--- src/rtl/mux_skid_stage_if.sv ---
// Handshake bundle for mux_skid_stage: upstream offer, downstream result and flush.
// master = environment driving the stage, slave = the stage itself.
interface mux_skid_stage_if #(
    parameter int WIDTH  = 5,
    parameter int NUM_IN = 2
);
    localparam int SEL_W = $clog2(NUM_IN);

    logic                    in_valid;
    logic                    in_ready;
    logic [SEL_W-1:0]        in_sel;
    logic [NUM_IN*WIDTH-1:0] in_data;
    logic                    flush;
    logic                    out_valid;
    logic                    out_ready;
    logic [WIDTH-1:0]        out_data;
    logic [SEL_W-1:0]        out_sel;
    logic                    sel_err;

    modport master (
        output in_valid, in_sel, in_data, flush, out_ready,
        input  in_ready, out_valid, out_data, out_sel, sel_err
    );

    modport slave (
        input  in_valid, in_sel, in_data, flush, out_ready,
        output in_ready, out_valid, out_data, out_sel, sel_err
    );
endinterface

--- src/rtl/mux_skid_stage.sv ---
// Registered N-input select stage with valid/ready handshake and two-entry skid buffer.
// Optional out-of-range select checking is enabled by defining MUX_SKID_SEL_CHECK_EN.
module mux_skid_stage #(
    parameter int WIDTH  = 5,
    parameter int NUM_IN = 2
) (
    input  logic            clk,
    input  logic            rst_n,
    mux_skid_stage_if.slave bus
);
    localparam int SEL_W = $clog2(NUM_IN);

    typedef enum logic [1:0] {
        ST_EMPTY = 2'd0,
        ST_ONE   = 2'd1,
        ST_FULL  = 2'd2
    } state_t;

    state_t           state_r;
    logic [WIDTH-1:0] main_data_r;
    logic [SEL_W-1:0] main_sel_r;
    logic [WIDTH-1:0] skid_data_r;
    logic [SEL_W-1:0] skid_sel_r;
    logic             out_valid_r;
    logic             in_ready_r;

    logic             accept_s;
    logic             emit_s;
    logic [SEL_W:0]   sel_ext_s;
    logic             oor_s;
    logic [WIDTH-1:0] sel_data_s;

    assign accept_s  = bus.in_valid && in_ready_r;
    assign emit_s    = out_valid_r && bus.out_ready;
    // Zero-extended compare so a power-of-two NUM_IN never wraps the bound.
    assign sel_ext_s = {1'b0, bus.in_sel};
    assign oor_s     = (sel_ext_s >= (SEL_W+1)'(NUM_IN));

    // AND-OR channel select; out-of-range falls back to zero or channel 0.
    always_comb begin
        sel_data_s = '0;
        for (int k = 0; k < NUM_IN; k++) begin
            sel_data_s = sel_data_s |
                         (bus.in_data[k*WIDTH +: WIDTH] & {WIDTH{sel_ext_s == (SEL_W+1)'(k)}});
        end
`ifndef MUX_SKID_SEL_CHECK_EN
        sel_data_s = sel_data_s | (bus.in_data[WIDTH-1:0] & {WIDTH{oor_s}});
`endif
    end

    // Occupancy FSM: main entry drives outputs, skid absorbs the one in-flight extra.
    always_ff @(posedge clk or negedge rst_n) begin
        if (!rst_n) begin
            state_r     <= ST_EMPTY;
            main_data_r <= '0;
            main_sel_r  <= '0;
            skid_data_r <= '0;
            skid_sel_r  <= '0;
            out_valid_r <= 1'b0;
            in_ready_r  <= 1'b1;
        end else if (bus.flush) begin
            state_r     <= ST_EMPTY;
            out_valid_r <= 1'b0;
            in_ready_r  <= 1'b1;
        end else begin
            case (state_r)
                ST_EMPTY: begin
                    if (accept_s) begin
                        main_data_r <= sel_data_s;
                        main_sel_r  <= bus.in_sel;
                        out_valid_r <= 1'b1;
                        state_r     <= ST_ONE;
                    end
                end
                ST_ONE: begin
                    if (accept_s && emit_s) begin
                        main_data_r <= sel_data_s;
                        main_sel_r  <= bus.in_sel;
                    end else if (accept_s) begin
                        skid_data_r <= sel_data_s;
                        skid_sel_r  <= bus.in_sel;
                        in_ready_r  <= 1'b0;
                        state_r     <= ST_FULL;
                    end else if (emit_s) begin
                        out_valid_r <= 1'b0;
                        state_r     <= ST_EMPTY;
                    end
                end
                ST_FULL: begin
                    if (emit_s) begin
                        main_data_r <= skid_data_r;
                        main_sel_r  <= skid_sel_r;
                        in_ready_r  <= 1'b1;
                        state_r     <= ST_ONE;
                    end
                end
                default: begin
                    state_r     <= ST_EMPTY;
                    out_valid_r <= 1'b0;
                    in_ready_r  <= 1'b1;
                end
            endcase
        end
    end

`ifdef MUX_SKID_SEL_CHECK_EN
    logic sel_err_r;

    // Sticky error on any kept accept with an out-of-range select; only reset clears it.
    always_ff @(posedge clk or negedge rst_n) begin
        if (!rst_n) begin
            sel_err_r <= 1'b0;
        end else if (accept_s && oor_s && !bus.flush) begin
            sel_err_r <= 1'b1;
        end
    end

    assign bus.sel_err = sel_err_r;
`else
    assign bus.sel_err = 1'b0;
`endif

    assign bus.in_ready  = in_ready_r;
    assign bus.out_valid = out_valid_r;
    assign bus.out_data  = main_data_r;
    assign bus.out_sel   = main_sel_r;
endmodule
--- src/flat_wrapper.sv ---
// flat-port wrapper written by rule: the top's interface ports become plain ports
module mux_skid_stage_flat 
#(
    parameter int WIDTH  = 5,
    parameter int NUM_IN = 2
)
  (clk, rst_n, bus_in_valid, bus_in_sel, bus_in_data, bus_flush, bus_out_ready, bus_in_ready, bus_out_valid, bus_out_data, bus_out_sel, bus_sel_err);
  mux_skid_stage_if #(.WIDTH(WIDTH), .NUM_IN(NUM_IN)) bus_i ();
  input  logic clk;
  input  logic rst_n;
  input wire logic [$bits(bus_i.in_valid)-1:0] bus_in_valid;
  input wire logic [$bits(bus_i.in_sel)-1:0] bus_in_sel;
  input wire logic [$bits(bus_i.in_data)-1:0] bus_in_data;
  input wire logic [$bits(bus_i.flush)-1:0] bus_flush;
  input wire logic [$bits(bus_i.out_ready)-1:0] bus_out_ready;
  output wire logic [$bits(bus_i.in_ready)-1:0] bus_in_ready;
  output wire logic [$bits(bus_i.out_valid)-1:0] bus_out_valid;
  output wire logic [$bits(bus_i.out_data)-1:0] bus_out_data;
  output wire logic [$bits(bus_i.out_sel)-1:0] bus_out_sel;
  output wire logic [$bits(bus_i.sel_err)-1:0] bus_sel_err;
  assign bus_i.in_valid = bus_in_valid;
  assign bus_i.in_sel = bus_in_sel;
  assign bus_i.in_data = bus_in_data;
  assign bus_i.flush = bus_flush;
  assign bus_i.out_ready = bus_out_ready;
  assign bus_in_ready = bus_i.in_ready;
  assign bus_out_valid = bus_i.out_valid;
  assign bus_out_data = bus_i.out_data;
  assign bus_out_sel = bus_i.out_sel;
  assign bus_sel_err = bus_i.sel_err;
  mux_skid_stage #(.WIDTH(WIDTH), .NUM_IN(NUM_IN)) u_core (.clk(clk), .rst_n(rst_n), .bus(bus_i));
endmodule
--- config.mk ---
export PLATFORM = sky130hd
export DESIGN_NAME = mux_skid_stage_flat
export DESIGN_NICKNAME = d
export VERILOG_FILES = /design/src/rtl/mux_skid_stage_if.sv /design/src/rtl/mux_skid_stage.sv /design/src/flat_wrapper.sv
export SDC_FILE = /design/constraint.sdc
export NUM_CORES = 1
export LEC_CHECK = 0
export CORE_ASPECT_RATIO = 0.6
export CORE_MARGIN = 2
export CORE_UTILIZATION = 36
export DETAILED_ROUTE_END_ITERATION = 10
export MAX_ROUTING_LAYER = met4
export SETUP_SLACK_MARGIN = 0.5
export SYNTH_ARGS = -nofsm -noshare
export SYNTH_HDL_FRONTEND = slang
export SYNTH_SLANG_ARGS = --single-unit
--- constraint.sdc ---
create_clock -name clk -period 1.8 [get_ports clk]
set_clock_uncertainty 0.1 [all_clocks]
set_input_delay 0.36 -clock clk [delete_from_list [all_inputs] [get_ports clk]]
set_output_delay 0.36 -clock clk [all_outputs]
set_load 0.005 [all_outputs]
==> metrics.md, run 1 <==
| Metric | Value |
|---|---|
| CP max-delay cell | dfrtp_2 |
| Largest net degree at the start of global routing | 17 |
| Critical path peak fanout | 6 |
| WP buf/inv | 1 |
| Worst path max stage delay | 0.44 ns |
| CP delay by family, top | flip-flops |
| Total CTS buffers | 3 |
| Top cells by area, synth | dfrtp_1 41%, mux2_2 21%, mux2_4 9.8% |
| Peak VDD IR | 524.3 µV |
| DRT Pass-1 Iters | 4 |
| Final GP Congestion | 0.8412 |
| Input/output buffers | 23 |
| Vias in the first global route | 669 |
| Area leader, netlist | dfrtp_1 |
| HP Class | in -> async |
| Initial antenna violation count | 0 |
| Final period utilization | 89.72% |
| Tmin final | 1.615 ns |
| Cell with the most instances after synthesis | mux2_2 |
| Synthesized cell area | 914.6 µm² |
| Fin. Hold Viols | 0 |
| FMAX | 619.2 MHz |
| Ant. Diodes | 0 |
| Synth top cells by count | 17 x mux2_2, 15 x dfrtp_1, 6 x mux2_4 |
| DIE WIDTH | 69.07 µm |
| Reg2Reg Depth | 4 |
| Critical path class | reg -> reg |
| Initial core utilization | 37.30% |
| CTS Root Cell | clkbuf_8 |
| PD cells | 1121 mW/mm² |
| Total track usage | 14.96% |
| Final setup TNS | 0 ns |
| # DRC | 0 |
| Die height | 43.05 µm |
| Asr flop ratio synth | 100.0% |
| Top FF cell, synth | dfrtp_1 |
| Post-DP HPWL | 1408 µm |
| CTS tree | built |
| DR iter-0 viols | 16 |
| Clock Path Buffers | 2 |
| Fin nets | 126 |
| Core Area | 0.002452 mm² |
| WP data required | 1.83 ns |
| Synth unique cells | 27 |
| Antenna Nets Post-Route | 0 |
| Post-synth EDFFs | 0 |
| Cts hold-fix bufs | 0 |
| Ports | 25 |
| P_leak | 0.6321 nW |
| H-tree depth | 1 |
| Final setup fails | 0 |
| Site Rows | 14 |
| Gr ovfl total | 0 |
| Outcome | finished clean |
| Fillers | 213 |
| Max-cap viol count | 0 |
| DR vias/cell | 4.752 |
| Post-synthesis sequential element count | 16 |
| Syn Area/Cell | 13.45 µm² |
| Post-synthesis sequential area ratio | 43.91% |
| Synth top area share | 41.04% |
| Crit end category | flip-flop |
| Arrival time worst endpoint | 1.64 ns |
| Total number of yosys warnings | 0 |
| Worst-case hold slack | 0.3237 ns |
| Reg clk slew, reported paths | 0.06 ns |
| Total die area | 0.002973 mm² |
| Crit-path cells | buf_12, a21bo_4, or2_4, mux2_4 |
| Synthesis-to-finish area growth | 53.08% |
| Wire per inst | 14.49 µm |
| RSZ-0062 raised after global routing | yes |
| Clock Sinks | 16 |
| Clk_lat worst skew | 0.25 ns |
| Startpoint Class | flip-flop |
| Share of cells above drive strength 1 | 62.39% |
| Detailed Route WL | 2043 µm |
| Synth Instances | 68 |
| First-pass GRT wire length | 3332 µm |
| Mapped Nets | 84 |
| Pins Over Slew Limit | 0 |
| DR vias | 670 |
| R2r endpoint | u_core.skid_data_r[0] |
| Worst reg-to-reg setup slack | 0.19 ns |
| Worst r2r src | u_core.bus.out_valid |
-- registers in the layout, indices dropped and copies added, names as in the netlist --
register	count
u_core.bus.out_data	5
u_core.skid_data_r	5
u_core.bus.in_ready	1
u_core.bus.out_valid	1
u_core.bus.out_sel	1
u_core.skid_sel_r	1
u_core.state_r	2
-- stage by stage --
step	setup WS (ns)	total power, W	instances	utilization, %	area (µm²)
floorplan	0.2225	0.0008964	68	-	914.6
global placement	-0.3257	0.001165	128	50.15	1230
detailed placement	-0.3663	0.001180	128	50.15	1230
CTS	0.1846	0.001576	138	56.63	1389
global route	0.1635	0.001660	141	57.09	1400
finish	0.1851	0.001569	141	57.09	1400
-- what timing repair did --
item,in CTS,in global routing
pin swaps,4,3
gates resized for setup,50,6
setup endpoints to repair,24,21
buffers inserted,6,3
-- worst register-to-register path, delay by kind of cell (launching register included) --
family	cells	cell delay [ns]
simple gates	1	0.31
compound gates	1	0.20
mux	1	0.31
flops	1	0.44
buf+inv	1	0.14
-- cell type report --
cell class	count	area, µm²	area share (%)
multi-input combinational	47	544.3	38.87
timing repair buffer	41	352.8	25.20
clock buffer	4	55.05	3.932
inverter	1	3.754	0.2681
sequential	16	404.1	28.87
tap	32	40.04	2.860
-- cells in the final DEF, fill, tap and decap left out, types with 2 or more instances in the layout --
master,count
clkdlybuf4s50_1,11
mux2_4,12
clkbuf_2,4
buf_4,13
mux2_2,11
dfrtp_2,2
nor2_1,3
buf_12,2
clkbuf_8,4
buf_6,3
dfrtp_1,13
dlygate4sd2_1,3
buf_2,5
-- cells by family (layout without fill, tap and decap cells) --
| kind of cell | count (synthesis) | count (layout) | synth area share, % |
|---|---|---|---|
| other | 1 | 1 | 0.4100 |
| multiplexers | 23 | 23 | 30.78 |
| flip-flops | 16 | 16 | 43.91 |
| AO/OA/AOI/OAI | 10 | 10 | 10.12 |
| buffers and inverters | 5 | 46 | 4.240 |
| AND/OR/NAND/NOR | 13 | 13 | 10.54 |
-- how the worst max path moves through the flow --
stage | from | endpoint | slack, ns | depth (start not counted)
after floorplan | u_core.state_r[0] | u_core.bus.out_data[0] | 0.22 | 4
after global placement | bus_in_sel | u_core.bus.out_data[0] | -0.33 | 4
after detailed placement | bus_in_sel | u_core.bus.out_data[3] | -0.37 | 4
after CTS | u_core.bus.in_ready | u_core.bus.out_data[2] | 0.18 | 5
after global routing | u_core.bus.out_valid | u_core.skid_data_r[3] | 0.16 | 4
final | u_core.bus.out_valid | u_core.skid_data_r[0] | 0.19 | 4
-- power by group --
group	total (W)	switching, W	leakage (nW)	internal, W
Clock	0.000312	0.000118	0.0288	0.000194
Combinational	0.000648	0.000212	0.413	0.000436
Sequential	0.000609	0.0000935	0.190	0.000516
-- routing by layer --
| layer | share of wire (%) | up-vias | GRT usage, % |
|---|---|---|---|
| met5 | 0 | - | - |
| met4 | 0 | 0 | 2.353 |
| met3 | 3.9 | 0 | 4.038 |
| met2 | 45 | 14 | 20.58 |
| met1 | 51 | 329 | 22.19 |
| li1 | - | 327 | - |
(Power assumes the default switching activity.)
==> inputs of run 2 (changes only) <==
--- a/config.mk
+++ b/config.mk
@@ -5,10 +5,12 @@
 export SDC_FILE = /design/constraint.sdc
 export NUM_CORES = 1
 export LEC_CHECK = 0
+export ABC_AREA = 1
 export CORE_ASPECT_RATIO = 0.6
 export CORE_MARGIN = 2
 export CORE_UTILIZATION = 36
 export DETAILED_ROUTE_END_ITERATION = 10
+export DONT_BUFFER_PORTS = 1
 export MAX_ROUTING_LAYER = met4
 export SETUP_SLACK_MARGIN = 0.5
 export SYNTH_ARGS = -nofsm -noshare
==> metrics.md, run 2 <==
| Metric | Value |
|---|---|
| Startpoint Class | flip-flop |
| Asr flop ratio synth | 100.0% (unchanged) |
| Multi-input logic area | 460.4 µm² (-15%) |
| Final setup TNS | 0 ns (unchanged) |
| FMAX | 767.9 MHz (+24%) |
| Reg2Reg Depth | 7 (+3) |
| Crit-path cells | nand2_4, nor2_2, nand2_1, nand2_1, nand2_1, nand3_1, nand2_1 |
| RSZ-0062 raised after global routing | yes |
| CP max-delay cell | dfstp_2 |
| Initial antenna violation count | 0 (unchanged) |
| Area leader, netlist | dfrtp_1 |
| Critical path peak fanout | 7 (+1) |
| Site Rows | 14 (unchanged) |
| Clock Path Buffers | 2 (unchanged) |
| DRT Pass-1 Iters | 4 (unchanged) |
| Overall Power | 0.001343 W (-14%) |
| DR vias/cell | 4.631 (-2.5%) |
| Core Area | 0.002452 mm² (unchanged) |
| Tmin final | 1.302 ns (-0.3126 ns) |
| DR vias | 741 (+11%) |
| Synth Instances | 122 (+79%) |
| Cell repeated most along the worst path | nand2_1 |
| Syn Area/Cell | 7.487 µm² (-44%) |
| Share of cells above drive strength 1 | 23.44% (-39 points) |
| First-pass GRT wire length | 3284 µm (-1.4%) |
| Input/output buffers | 0 (-100%) |
| Crit end category | flip-flop |
| Detailed Route WL | 1930 µm (-5.5%) |
| Arrival time worst endpoint | 1.34 ns (-0.30 ns) |
| Synth top area share | 41.10% (+0.056 points) |
| Leading cell type in the layout, fill and taps excluded | nand2_1 |
| Ports | 25 (unchanged) |
| Mapped Nets | 138 (+64%) |
| Clock Sinks | 16 (unchanged) |
| Post-synthesis sequential element count | 16 (unchanged) |
| Largest net degree at the start of global routing | 17 (unchanged) |
| Synth top cells by count | 50 x nand2_1, 15 x dfrtp_1, 11 x inv_1 |
| PD cells | 1284 mW/mm² (+15%) |
| Pins Over Slew Limit | 0 (unchanged) |
| Commonest cells after routing, fill and taps aside | 48 x nand2_1, 14 x dfrtp_1, 11 x inv_1 |
| CTS tree | built |
| Total die area | 0.002969 mm² (-0.13%) |
| # DRC | 0 (unchanged) |
| Die height | 43.02 µm (about the same) |
| CP delay by family, top | flip-flops |
| Final GP Congestion | 0.8459 (+0.56%) |
| Fin nets | 145 (+15%) |
| Max-cap viol count | 0 (unchanged) |
| Peak VDD IR | 434.9 µV (-17%) |
| Reg clk slew, reported paths | 0.06 ns (about the same) |
| Initial core utilization | 37.24% (-0.051 points) |
| Total CTS buffers | 3 (unchanged) |
| Gr ovfl total | 0 (unchanged) |
| Fillers | 259 (+22%) |
| Synthesis-to-finish area growth | 14.52% |
| H-tree depth | 1 (unchanged) |
| Slew headroom | 50.08% |
| Top FF cell, synth | dfrtp_1 |
| HP Class | in -> async |
| CTS Root Cell | clkbuf_8 |
| Vias in the first global route | 718 (+7.3%) |
| WP buf/inv | 0 (-1) |
| Worst path max stage delay | 0.57 ns (+0.13 ns) |
| Ant. Diodes | 0 (unchanged) |
| WP data required | 1.84 ns (about the same) |
| P_leak | 0.5420 nW (-14%) |
| Critical path class | reg -> reg |
| Antenna Nets Post-Route | 0 (unchanged) |
| Clk_lat worst skew | 0.25 ns (about the same) |
| Worst Tran Pin Value | 0.7488 ns |
| Top cells by area, synth | dfrtp_1 41%, nand2_1 21%, o21ai_0 5.5% |
| Post-synthesis sequential area ratio | 43.97% (+0.060 points) |
| Fin. Hold Viols | 0 (unchanged) |
| Post-synth EDFFs | 0 (unchanged) |
| Outcome | finished clean |
| Cell with the most instances after synthesis | nand2_1 |
| Crit path depth | 7 (+3) |
| Final period utilization | 72.35% (-17 points) |
| Final setup fails | 0 (unchanged) |
| DIE WIDTH | 69.03 µm (about the same) |
| Register Area | 402.9 µm² (-0.31%) |
| Total number of yosys warnings | 0 (unchanged) |
| Total track usage | 14.73% (-0.23 points) |
| DR iter-0 viols | 44 (+28) |
| Synth unique cells | 21 (-22%) |
| Synthesized cell area | 913.4 µm² (-0.14%) |
| Fin util | 42.65% (-14 points) |
| Post-DP HPWL | 1445 µm (+2.6%) |
| Wire per inst | 12.06 µm (-17%) |
## run 2: changes by cell type in the layout (fill, tap and decap cells not counted), moves of 3 or more
cell,change
o21ai_0,+9
dlygate4sd2_1,-3
nand2_1,+47
inv_1,+10
buf_2,-5
mux2_4,-12
buf_4,-10
nand3_1,+5
o21ai_2,+6
mux2_2,-11
clkbuf_2,-4
nand2_2,+6
buf_6,-3
clkdlybuf4s50_1,-11
## run 2: worst paths after layout
check	startpoint	end	slack [ns]
worst max-delay path	u_core.bus.in_ready	u_core.state_r[0]	0.50
worst min-delay path	rst_n	u_core.bus.out_data[1]	0.15
worst max register to register	u_core.bus.in_ready	u_core.state_r[0]	0.50
worst min register to register	u_core.bus.in_ready	u_core.bus.in_ready	0.40
max in group asynchronous	rst_n	u_core.state_r[1]	0.94
min in group clk	bus_flush	u_core.bus.in_ready	0.17
## run 2: layout make-up
class,instances,share of cell area [%]
flip-flops and latches,16,38.52
well taps,32,3.828
multi-input cells,91,44.02
repair buffers,5,4.785
inverters,12,4.545
clock buffers,4,4.306
## run 2: timing repair
action | in CTS | in global routing
setup endpoints to repair | 13 | 31
setup buffers | 2 | 1
pin swaps | 1 | 0
hold endpoints to repair | 16 | 0
hold buffers | 1 | 0
gates resized for setup | 6 | 5
## run 2: metrics by stage
| step | worst slack, ns | instances | instance area [µm²] | hold WS [ns] |
|---|---|---|---|---|
| after floorplan | 0.5579 | 122 | 915.9 | -0.03559 |
| after global placement | 0.4368 | 152 | 930.9 | -0.03519 |
| after detailed placement | 0.4110 | 152 | 930.9 | -0.03531 |
| after CTS | 0.4854 | 159 | 1020 | 0.1656 |
| after global routing | 0.3952 | 160 | 1046 | 0.1955 |
| final | 0.4977 | 160 | 1046 | 0.1453 |
## run 2: power by group
group	switching [W]	internal, W	total (W)
combinational	0.000264	0.000174	0.000439
sequential	0.000110	0.000519	0.000629
clock	0.000118	0.000157	0.000275
total	0.000492	0.000850	0.00134
## run 2: kinds of logic after synthesis
group	after synthesis	synth area share, %
other	1	0.4106
and+or+nand+nor	69	33.01
AOI/OAI and AO/OA	21	14.11
buffers and inverters	15	8.493
DFF	16	43.97
## run 2: routing by layer
metal  share of wire, %  vias up  track usage (%)
met3                5.9        2            5.701
met1                 50      322            20.21
li1                   -      393                -
met2                 43       24            20.19
met5                  0        -                -
met4               0.88        0            3.922
==> inputs of run 3 (changes only) <==
==> constraint.sdc (replaced) <==
create_clock -name clk -period 1.2 [get_ports clk]
set_clock_uncertainty 0.1 [all_clocks]
set_input_delay 0.24 -clock clk [delete_from_list [all_inputs] [get_ports clk]]
set_output_delay 0.24 -clock clk [all_outputs]
set_load 0.005 [all_outputs]
==> metrics.md, run 3 (synthesis results as in run 2) <==
| Metric | Value |
|---|---|
| Commonest cells after routing, fill and taps aside | 46 x nand2_1, 14 x dfrtp_1, 10 x nand2_2 |
| WP data required | 1.28 ns (-0.56 ns) |
| Startpoint Class | flip-flop |
| Input/output buffers | 0 (unchanged) |
| Total track usage | 17.19% (+2.5 points) |
| PD cells | 1936 mW/mm² (+51%) |
| Pins Over Slew Limit | 0 (unchanged) |
| FMAX | 778.7 MHz (+1.4%) |
| Gr ovfl total | 0 (unchanged) |
| Ports | 25 (unchanged) |
| Critical path class | reg -> reg |
| Site Rows | 14 (unchanged) |
| Clk_lat worst skew | 0.25 ns (about the same) |
| Ant. Diodes | 0 (unchanged) |
| Initial antenna violation count | 0 (unchanged) |
| Outcome | finished with violations |
| RSZ-0062 raised after global routing | yes |
| Arrival time worst endpoint | 1.36 ns (+0.02 ns) |
| Core Area | 0.002452 mm² (unchanged) |
| Synthesis-to-finish area growth | 26.71% |
| Peak VDD IR | 734.9 µV (+69%) |
| Post-DP HPWL | 1650 µm (+14%) |
| Clock Sinks | 16 (unchanged) |
| Critical path peak fanout | 6 (-1) |
| DR vias | 807 (+8.9%) |
| DRT Pass-1 Iters | 4 (unchanged) |
| Fin. Hold Viols | 16 (+16) |
| Worst reg-to-reg setup slack | -0.08 ns (-0.58 ns) |
| Fin nets | 154 (+6.2%) |
| Worst path max stage delay | 0.46 ns (-0.11 ns) |
| Final period utilization | 107.0% (+35 points) |
| DP Cell Count | 163 (+7.2%) |
| # DRC | 0 (unchanged) |
| WP buf/inv | 1 (+1) |
| DR vias/cell | 4.775 (+3.1%) |
| Reg clk slew, reported paths | 0.06 ns (about the same) |
| Cell repeated most along the worst path | nor2_4 |
| DR iter-0 viols | 22 (-50%) |
| Max-cap viol count | 0 (unchanged) |
| H-tree depth | 1 (unchanged) |
| Final Instance Count excl. Fillers | 169 (+5.6%) |
| Die height | 43.02 µm (unchanged) |
| Wire per inst | 12.52 µm (+3.8%) |
| CP delay by family, top | flip-flops |
| HP Class | in -> async |
| CTS Root Cell | clkbuf_8 |
| Tmin final | 1.284 ns (-0.01813 ns) |
| Place WS | -0.08857 ns (-0.4996 ns) |
| Final GP Congestion | 0.8881 (+5.0%) |
| Initial core utilization | 37.24% (unchanged) |
| Crit end category | flip-flop |
| First-pass GRT wire length | 3829 µm (+17%) |
| Detailed Route WL | 2116 µm (+9.6%) |
| Clock Path Buffers | 2 (unchanged) |
| Fin util | 47.19% (+4.5 points) |
| Total CTS buffers | 3 (unchanged) |
| CP max-delay cell | dfrtp_2 |
| Final setup margin | -0.08415 ns (-0.5819 ns) |
| CTS tree | built |
| P_leak | 0.5868 nW (+8.3%) |
| CP startpoint | u_core.state_r[1] |
| Leading cell type in the layout, fill and taps excluded | nand2_1 |
| Fillers | 237 (-8.5%) |
| Final setup fails | 16 (+16) |
| Failing checks | negative hold slack, negative setup slack |
| DIE WIDTH | 69.03 µm (unchanged) |
| Antenna Nets Post-Route | 0 (unchanged) |
| Largest net degree at the start of global routing | 17 (unchanged) |
| Final setup TNS | -1.011 ns (-1.011 ns) |
| Share of cells above drive strength 1 | 35.04% (+12 points) |
| Worst-case hold slack | -0.4221 ns (-0.5674 ns) |
| Vias in the first global route | 833 (+16%) |
| Total die area | 0.002969 mm² (unchanged) |
| Worst r2r src | u_core.state_r[1] |
| Crit-path cells | nor2_4, nand3_4, nor2_4, buf_6, nand2_2, o21ai_2 |
[run 3: area by class of cell]
| class | count | area (µm²) | share of cell area, % |
|---|---|---|---|
| well taps | 32 | 40.04 | 3.459 |
| flip-flops and latches | 16 | 402.9 | 34.81 |
| inverters | 12 | 47.55 | 4.108 |
| clock buffers | 4 | 55.05 | 4.757 |
| multi-input cells | 91 | 479.2 | 41.41 |
| repair buffers | 14 | 132.6 | 11.46 |
[run 3: worst paths after layout]
| check | cells past startpoint | to |
|---|---|---|
| max in group asynchronous | 0 | u_core.bus.in_ready |
| hold / removal | 0 | u_core.bus.out_data[4] |
| setup / recovery | 6 | u_core.skid_data_r[0] |
| hold reg to reg | 2 | u_core.bus.out_data[1] |
| min in group clk | 2 | u_core.bus.in_ready |
| setup reg to reg | 6 | u_core.skid_data_r[0] |
[run 3: report_power, final]
group	switching, W	internal, W	total (W)
sequential	0.000156	0.000779	0.000936
combinational	0.000447	0.000386	0.000833
clock	0.000181	0.000291	0.000472
total	0.000784	0.00146	0.00224
[run 3: stage by stage]
stage,power [W],instance area [µm²]
after detailed placement,0.001690,1044
after global routing,0.002432,1157
after CTS,0.002227,1146
after floorplan,0.001424,933.4
final,0.002241,1157
after global placement,0.001658,1044
[run 3: repair_timing]
action | in CTS | in global routing
cloned | 0 | 0
gates resized for setup | 9 | 6
hold endpoints to repair | 16 | 16
setup endpoints to repair | 24 | 24
buffers inserted | 2 | 0
pin swaps | 4 | 3
[run 3: worst reg2reg max path, stage by stage (launching register included)]
cell	delay, ns
dfrtp_2	0.46
nor2_4	0.14
nand3_4	0.10
nor2_4	0.16
buf_6	0.15
nand2_2	0.05
o21ai_2	0.05
[run 3: per-layer routing]
layer	track usage [%]	vias to the layer above	share of wire (%)
li1	-	413	-
met2	27.50	26	45
met4	3.529	0	1.6
met1	21.86	364	49
met3	5.226	4	4.7
met5	-	-	0
